## config.mk

```make
export PLATFORM = sky130hd
export DESIGN_NAME = cache_sram_bridge
export DESIGN_NICKNAME = d
export VERILOG_FILES = /design/src/rtl/cache_sram_bridge.sv
export SDC_FILE = /design/constraint.sdc
export NUM_CORES = 1
export LEC_CHECK = 0
export ABC_CLOCK_PERIOD_IN_PS = 2200
export CAP_MARGIN = 10
export CORE_MARGIN = 2
export CORE_UTILIZATION = 23
export CTS_CLUSTER_SIZE = 25
export DETAILED_ROUTE_END_ITERATION = 12
export DONT_BUFFER_PORTS = 1
export PLACE_DENSITY = 0.38
export SKIP_LAST_GASP = 1
export SYNTH_ARGS = -nofsm -noshare
export SYNTH_HDL_FRONTEND = slang
export SYNTH_SLANG_ARGS = --single-unit
```

## constraint.sdc

```tcl
create_clock -name clk -period 2.2 [get_ports clk]
set_input_delay 0.55 -clock clk [delete_from_list [all_inputs] [get_ports clk]]
set_output_delay 0.55 -clock clk [all_outputs]
set_load 0.01 [all_outputs]
```

## src/rtl/cache_sram_bridge.sv

```systemverilog
// -----------------------------------------------------------------------------
// cache_sram_bridge
//
// Bridges a cache's read/write request interface onto an SRAM-style bus with a
// split address phase (req/addr_ok) and data phase (data_ok/rdata). Line
// transfers are expanded into LINE_WORDS consecutive word beats starting at the
// line-aligned base. Address beats may run ahead of the data phase, so several
// beats can be outstanding at once.
//
// Ports
//   clk, resetn                  clock, synchronous active-low reset
//   rd_req/rd_type/rd_addr       cache read request (type 000/001/010/100)
//   rd_rdy                       read accepted this cycle (IDLE, no write pending)
//   ret_valid/ret_last/ret_data  read return beats, passed straight from the bus
//   wr_req/wr_type/wr_addr       cache write request
//   wr_wstrb/wr_data             byte strobe (single writes), line data
//   wr_rdy                       write accepted this cycle (IDLE)
//   req/wr/size/addr/wstrb/wdata SRAM bus address phase
//   addr_ok/data_ok/rdata        SRAM bus handshakes and read data
// -----------------------------------------------------------------------------
module cache_sram_bridge #(
  parameter int LINE_WORDS = 4
) (
  input  logic                    clk,
  input  logic                    resetn,
  // cache read side
  input  logic                    rd_req,
  input  logic [2:0]              rd_type,
  input  logic [31:0]             rd_addr,
  output logic                    rd_rdy,
  output logic                    ret_valid,
  output logic                    ret_last,
  output logic [31:0]             ret_data,
  // cache write side
  input  logic                    wr_req,
  input  logic [2:0]              wr_type,
  input  logic [31:0]             wr_addr,
  input  logic [3:0]              wr_wstrb,
  input  logic [32*LINE_WORDS-1:0] wr_data,
  output logic                    wr_rdy,
  // SRAM bus
  output logic                    req,
  output logic                    wr,
  output logic [1:0]              size,
  output logic [31:0]             addr,
  output logic [3:0]              wstrb,
  output logic [31:0]             wdata,
  input  logic                    addr_ok,
  input  logic                    data_ok,
  input  logic [31:0]             rdata
);

  // Counters must hold the value LINE_WORDS itself (all beats issued).
  localparam int CNT_W = $clog2(LINE_WORDS + 1);
  // Byte-offset bits cleared to form the line base address.
  localparam int OFF_W = $clog2(LINE_WORDS) + 2;
  localparam logic [2:0] TYPE_LINE = 3'b100;

  typedef enum logic [1:0] {
    IDLE,
    RD,
    WR
  } state_t;

  state_t                  state, state_next;
  logic [2:0]              lat_type;
  logic [31:0]             lat_addr;
  logic [3:0]              lat_wstrb;
  logic [32*LINE_WORDS-1:0] lat_data;
  logic [CNT_W-1:0]        issued;   // address beats accepted by addr_ok
  logic [CNT_W-1:0]        done;     // data beats completed by data_ok

  logic                    is_line;
  logic [CNT_W-1:0]        beats;
  logic                    last_beat;
  logic [31:0]             line_base;

  // ---------------------------------------------------------------------------
  // State register and request/counter registers
  // ---------------------------------------------------------------------------
  // NOTE: sequential state uses non-blocking assignments so every register
  // samples the pre-edge values of its peers, independent of statement order.
  always_ff @(posedge clk) begin
    if (!resetn) begin
      state     <= IDLE;
      issued    <= '0;
      done      <= '0;
      lat_type  <= '0;
      lat_addr  <= '0;
      lat_wstrb <= '0;
      // NOTE: the wide line-data register is a plain flop bank, not a RAM, so
      // it is cheap to clear here and keeps a cleared request fully defined.
      lat_data  <= '0;
    end else begin
      state <= state_next;
      if (state == IDLE) begin
        issued <= '0;
        done   <= '0;
        // Write-back takes priority over refill when both are pending.
        if (wr_req) begin
          lat_type  <= wr_type;
          lat_addr  <= wr_addr;
          lat_wstrb <= wr_wstrb;
          lat_data  <= wr_data;
        end else if (rd_req) begin
          lat_type <= rd_type;
          lat_addr <= rd_addr;
        end
      end else begin
        // Both handshakes may land in the same cycle; each counter is
        // advanced independently.
        if (req && addr_ok) begin
          issued <= issued + CNT_W'(1);
        end
        if (data_ok && (done < beats)) begin
          done <= done + CNT_W'(1);
        end
      end
    end
  end

  // ---------------------------------------------------------------------------
  // Beat bookkeeping
  // ---------------------------------------------------------------------------
  assign is_line   = (lat_type == TYPE_LINE);
  assign beats     = is_line ? CNT_W'(LINE_WORDS) : CNT_W'(1);
  assign last_beat = (done == (beats - CNT_W'(1)));
  assign line_base = {lat_addr[31:OFF_W], {OFF_W{1'b0}}};

  // Read data is forwarded with no added latency; ret_valid qualifies it.
  assign ret_data = rdata;

  // ---------------------------------------------------------------------------
  // Next-state and bus outputs
  // ---------------------------------------------------------------------------
  // NOTE: every output of this block gets a default first, so no path through
  // the case statement can leave a signal unassigned and infer a latch.
  always_comb begin
    state_next = state;
    rd_rdy     = 1'b0;
    wr_rdy     = 1'b0;
    req        = 1'b0;
    wr         = 1'b0;
    ret_valid  = 1'b0;
    ret_last   = 1'b0;
    size       = is_line ? 2'd2 : lat_type[1:0];
    addr       = is_line ? (line_base + (32'(issued) << 2)) : lat_addr;
    wstrb      = is_line ? 4'hf : lat_wstrb;
    wdata      = lat_data[31:0];

    // Select the next unissued word of the line. Once all beats are issued
    // req is low, so the value is irrelevant and word 0 is left in place.
    if (is_line) begin
      for (int k = 0; k < LINE_WORDS; k++) begin
        if (issued == CNT_W'(k)) begin
          wdata = lat_data[32*k +: 32];
        end
      end
    end

    case (state)
      IDLE: begin
        wr_rdy = 1'b1;
        rd_rdy = !wr_req;
        if (wr_req) begin
          state_next = WR;
        end else if (rd_req) begin
          state_next = RD;
        end
      end
      RD: begin
        req       = (issued < beats);
        ret_valid = data_ok;
        ret_last  = data_ok && last_beat;
        if (data_ok && last_beat) begin
          state_next = IDLE;
        end
      end
      WR: begin
        req = (issued < beats);
        wr  = 1'b1;
        if (data_ok && last_beat) begin
          state_next = IDLE;
        end
      end
      default: begin
        state_next = IDLE;
      end
    endcase
  end

endmodule

```

==> impl_metrics.toml, run 1 <==
[pwr]
p_switching_uw = 4740
power_frac_clock_pct = 25.3
powerDensity_nw_per_um2 = 1050
intPower_uw = 7880
switching_share_pct = 37.6
ir_drop_mv = 0.617
combinationalPowerShare_pct = 41.0
p_seq_share_pct = 33.7
fin_total_pwr_uw = 12600
power_leakage_uw = 0.00490

[clocking]
h-tree-depth = 4
insertion_delay_ns = 0.45
cts.clk_slew.worst_paths_ns = 0.08
cts_buffers = 17
cts_sinks = 175
cts_root_buf = "clkbuf_16"
cts_tree = "done"
cts_hold_buf = 0
cts_max_path_buffers = 2

[synth]
yosysSeqAreaShare_pct = 38.5
synth_edf_count = 0
synthFlopType = "dfxtp_1"
synth_common_cells = "nand2_1, dfxtp_1, a21boi_0"
synth_cell_type_count = 44
syn-num-nets = 1391
ys_ff_latch = 175
async_flop_share_pct = 0
netlist_area_um2 = 9090
synthTopCellsByArea = "dfxtp_1, nand2_1, a21boi_0"
syn_area_per_cell_um2 = 7.99
yosysTopAreaCellShare_pct = 38.5
synth_top_area_cell = "dfxtp_1"
yosysMostFrequentCell = "nand2_1"
yosysWarningCount = 0
synth_cells = 1138

[setup_path]
timing.rr.start = "lat_type[1]$_SDFFE_PN0P_"
crit_cells = 6
path_cells = "and4_4 > nand3_4 > or4_4 > nor2_4 > xor2_1 > buf_4"
r2r_end = "issued[2]$_SDFFE_PP0P_"
crit_path_end = "addr[29]"
cp_slowest_cell = "or4_4"
cp.buffers_inverters = 1
slowest_delay_ns = 0.67
startpoint_type = "flop"
ff2ff_path_depth = 8
r2r_setup_slack_ns = 0.08
crit_path_end_kind = "output pin"
path_delay_family = "simple AND/OR/NAND/NOR gates"
path_class = "reg2out"
worstPathArrival_ns = 2.23
crit_path_max_fanout = 7
worstSetupStartpoint = "lat_addr[13]$_SDFFE_PN0P_"
worst_ep_required_time_ns = 1.65

[timing]
setup_slack_ns = -0.583
final_max_slew_viol_count = 0
rsz0062_at_grt = "yes"
min_period_ns = 2.78
fin_setup_tns_ns = -28.03
max_freq_mhz = 359
finalHoldViolCount = 0
setup_violations = 70
worst_pin_slew_ns = 0.431
max-slew-margin-rel_pct = 71.1
skew_ns = 0.0158
hold_slack_ns = 0.238
fin_crit_sh_pct = 127

[floorplan]
die_width_um = 203
core_area_um2 = 38800
core.rowCount = 72
fp.dieArea_um2 = 41100
die_h_um = 203
io_pins = 348
start_util_pct = 23.4

[final_layout]
multi_input_comb_area_um2 = 5640
layout.nets = 1424
nFillCells = 4159
drive_gt1_share_pct = 24.6
area_delta_synth_final_pct = 31.8
register_area_um2 = 3520

[run]
drv_cap = 0

[placement]
dp_hpwl_um = 20700
numPortBuffers = 0
gp_congestion = 0.755

[route]
wire_per_inst_um = 19.0
first_iter_violations = 319
viasPerCell = 4.57
wirelength_um = 32300
vias = 7788
drc = 0
ant_nets = 0
drt_first_pass_iters = 4

[global_routing]
grt_pass1_wl_um = 48500
grt_use_total_pct = 15.6
antenna_found_initial = 8
grt_pass1_vias = 7887
grt_max_degree = 173
grt_overflow = 0

[outcome]
violations = "setup timing"
status = "finished with violations"

[worst_hold_path]
hold_path.class = "in2reg"
## per-stage QoR
step                      cell area [um^2]  cells  worst slack (ns)  utilization (%)
after global placement               10100   1632            -0.206             26.0
after floorplan                       9130   1138           -0.0847                -
final                                12000   1704            -0.583             30.9
after global routing                 12000   1701            -0.702             30.8
after CTS                            11800   1701            -0.636             30.4
after detailed placement             10100   1632            -0.167             26.0
## metal layers
| layer | wire, um | track usage (%) |
|---|---|---|
| met1 | 15000 | 20.2 |
| met2 | 14600 | 24.9 |
| met3 | 2340 | 5.36 |
| met4 | 288 | 3.36 |
| met5 | 59 | 0 |
## how the worst min path moves through the flow
stage,start,endpoint,slack (ns),depth (start not counted)
floorplan,lat_wstrb[0]$_SDFFE_PN0P_,lat_wstrb[0]$_SDFFE_PN0P_,0.44,2
global placement,lat_wstrb[1]$_SDFFE_PN0P_,lat_wstrb[1]$_SDFFE_PN0P_,0.45,2
detailed placement,lat_wstrb[1]$_SDFFE_PN0P_,lat_wstrb[1]$_SDFFE_PN0P_,0.45,2
CTS,wr_data[83],lat_data[83]$_SDFFE_PN0P_,0.21,2
global route,resetn,lat_data[29]$_SDFFE_PN0P_,0.22,1
finish,wr_data[66],lat_data[66]$_SDFFE_PN0P_,0.24,2
## power by group through the flow
stage	combinational (uW)	clock (uW)	sequential, uW
floorplan	2780	0	4230
global placement	4330	0	4290
detailed placement	4340	0	4290
CTS	5170	3320	4240
global route	5710	3430	4340
finish	5170	3190	4260
## sequential cells by signal (all words and copies together), names as in the netlist
| name | flops |
|---|---|
| done | 3 |
| issued | 3 |
| lat_addr | 32 |
| lat_data | 128 |
| lat_type | 3 |
| lat_wstrb | 4 |
| state | 2 |
## cell usage in the layout (no fill, tap or decap), types with 7 or more instances in the layout
cell type	count
a211oi_1	18
a211oi_2	14
a21boi_0	132
a21oi_1	45
a21oi_2	20
buf_12	17
buf_16	10
buf_4	89
buf_6	14
clkbuf_16	17
dfxtp_1	165
dfxtp_2	9
ha_4	7
mux2i_1	59
mux2i_2	8
nand2_1	310
nand4_1	8
nor2_1	74
nor2_4	10
o211a_1	35
xnor2_1	8
xnor2_2	8
## cells by family (layout without fill, tap and decap cells)
| logic type | Yosys count | count (layout) | share of synthesized area (%) |
|---|---|---|---|
| flops | 175 | 175 | 38.5 |
| xor+xnor | 30 | 30 | 2.89 |
| compound gates | 273 | 273 | 21.7 |
| simple gates | 448 | 448 | 20.6 |
| mux | 70 | 70 | 7.73 |
| other cells | 0 | 3 | 0 |
| buf+inv | 129 | 174 | 6.81 |
| fa+ha+maj | 13 | 13 | 1.79 |
## cell type report
| type | instances | area share, % |
|---|---|---|
| timing repair buffer | 134 | 12.8 |
| clock buffer | 18 | 3.67 |
| antenna | 3 | 0.0627 |
| sequential | 175 | 29.4 |
| clock inverter | 13 | 1.27 |
| multi-input combinational | 834 | 47.1 |
| tap | 518 | 5.41 |
| inverter | 9 | 0.324 |
## what timing repair did
item | CTS | global route
resized for setup | 130 | 44
pin swaps | 93 | 33
setup endpoints to repair | 69 | 71
buffers inserted | 29 | 2
cloned | 11 | 0
endpoints found under the hold margin | 0 | 0
No activity file was read; power rests on OpenSTA's default activity.
==> run 2, diff against run 1 <==
- CORE_ASPECT_RATIO: unset -> 0.6
- GPL_TIMING_DRIVEN: unset -> 0
- RECOVER_POWER: unset -> 50
==> run 2 against run 1 <==
Design area grew 1.3%. Routed wire length is 15% higher. Total power about the same. Die area grew 0.12%. Critical path type unchanged. The flow still finishes with violations (setup timing).
==> impl_metrics.toml, run 2 (synthesis gave the netlist of run 1 again) <==
[timing]
final_max_slew_viol_count = 0
worst_pin_slew_ns = 0.668
setup_slack_ns = -0.640
min_period_ns = 2.84
max-slew-margin-rel_pct = 55.5
fin_crit_sh_pct = 129
setup_violations = 141
finalHoldViolCount = 0
hold_slack_ns = 0.241
rsz0062_at_grt = "yes"
fin_setup_tns_ns = -36.94
skew_ns = 0.0147
max_freq_mhz = 352

[global_routing]
antenna_found_initial = 2
grt_overflow = 0
grt_pass1_wl_um = 51300
grt_pass1_vias = 7597
grt_use_total_pct = 17.3
grt_max_degree = 17

[placement]
gp_congestion = 0.826
dp_hpwl_um = 27800
numPortBuffers = 0

[floorplan]
die_h_um = 158
die_width_um = 261
core_area_um2 = 39000
io_pins = 348
core.rowCount = 56
start_util_pct = 23.3
fp.dieArea_um2 = 41200

[final_layout]
nFillCells = 4177
area_delta_synth_final_pct = 33.5
multi_input_comb_area_um2 = 5910
top_regs = "lat_data: 128 flops, lat_addr: 32 flops, lat_wstrb: 4 flops"
layout.nets = 1467
layout_common_cells = "nand2_1, dfxtp_1, a21boi_0, nor2_1, clkbuf_1"
drive_gt1_share_pct = 26.1
largest_reg_flops = 128
top_register = "lat_data"
mostFrequentLayoutCell = "nand2_1"
register_area_um2 = 3540

[pwr]
power_leakage_uw = 0.00474
ir_drop_mv = 0.420
powerDensity_nw_per_um2 = 1040
fin_total_pwr_uw = 12600

[clocking]
cts.clk_slew.worst_paths_ns = 0.08
cts_buffers = 17
insertion_delay_ns = 0.45
cts_root_buf = "clkbuf_16"
cts_max_path_buffers = 2
h-tree-depth = 4
cts_tree = "done"
cts_sinks = 175

[setup_path]
crit_path_max_fanout = 6
path_class = "reg2out"
worstPathArrival_ns = 2.29
crit_path_end_kind = "output pin"
worst_ep_required_time_ns = 1.65
startpoint_type = "flop"
cp_slowest_cell = "dfxtp_4"
cpMostUsedCell = "buf_12"
slowest_delay_ns = 0.38
path_cells = "inv_4 > ha_4 > nor2b_4 > buf_12 > buf_12 > buf_12 > buf_4 > mux2i_1 > a211oi_2 > a21oi_1 > a21oi_2"
path_delay_family = "buffers and inverters"
cp.buffers_inverters = 5

[route]
drt_first_pass_iters = 5
wirelength_um = 37200
viasPerCell = 4.64
ant_nets = 0
first_iter_violations = 481
drc = 0
wire_per_inst_um = 21.2
vias = 8121

[outcome]
status = "finished with violations"
violations = "setup timing"

[worst_hold_path]
hold_path.class = "in2reg"

[run]
drv_cap = 0
[run 2: cell types whose count changed in the layout (fill, tap and decap cells not counted), moves of 7 or more]
| cell | previous run | this run |
|---|---|---|
| a211oi_1 | 18 | 7 |
| clkbuf_1 | 0 | 71 |
| buf_16 | 10 | 1 |
| a21oi_1 | 45 | 14 |
| buf_8 | 2 | 11 |
| buf_12 | 17 | 10 |
| dfxtp_4 | 1 | 8 |
| a211oi_2 | 14 | 26 |
| buf_4 | 89 | 29 |
| buf_6 | 14 | 22 |
| clkbuf_2 | 0 | 22 |
| a21oi_2 | 20 | 47 |
[run 2: timing repair]
action	4_1_cts	5_1_grt
endpoints found under the hold margin	0	0
cloned	2	5
setup buffers	30	31
resized for setup	206	165
hold buffers	0	0
endpoints found under the setup margin	209	138
pin swaps	66	65
[run 2: where the power goes]
part	switching [uW]	internal (uW)
Combinational	3110	2000
Sequential	633	3820
Clock	1450	1610
Total	5190	7430
[run 2: final cells by class]
class | instances | share of cell area (%)
antenna | 2 | 0.0412
buffer | 112 | 5.29
clock buffer | 22 | 3.74
clock inverter | 10 | 0.876
inverter | 9 | 0.351
multi-input combinational | 834 | 48.7
sequential | 175 | 29.2
tap | 522 | 5.38
timing repair buffer | 65 | 6.44
[run 2: worst paths after layout]
path,from,end,slack [ns],cells after the start
worst max register to register,state[0]$_SDFFE_PN0P_,lat_data[43]$_SDFFE_PN0P_,-0.18,7
worst min register to register,lat_wstrb[2]$_SDFFE_PN0P_,lat_wstrb[2]$_SDFFE_PN0P_,0.46,2
worst min-delay path,wr_data[90],lat_data[90]$_SDFFE_PN0P_,0.24,2
worst max-delay path,issued[1]$_SDFFE_PP0P_,wdata[14],-0.64,11
[run 2: metrics by stage]
stage	cells	setup WS (ns)	instance area [um^2]	util [%]
after CTS	1721	-0.708	11500	29.4
final	1751	-0.640	12100	31.1
after global routing	1749	-0.732	12100	31.1
after detailed placement	1660	-0.915	9780	25.1
after global placement	1660	-0.912	9780	25.1
after floorplan	1138	-0.0847	9130	-
[run 2: layer usage]
| metal | track usage [%] | vias to the layer above | part of all wire [%] |
|---|---|---|---|
| li1 | - | 3953 | - |
| met1 | 25.5 | 3965 | 51 |
| met2 | 24.8 | 183 | 42 |
| met3 | 4.43 | 20 | 5.4 |
| met4 | 3.62 | 0 | 1.0 |
| met5 | 0 | - | 0 |
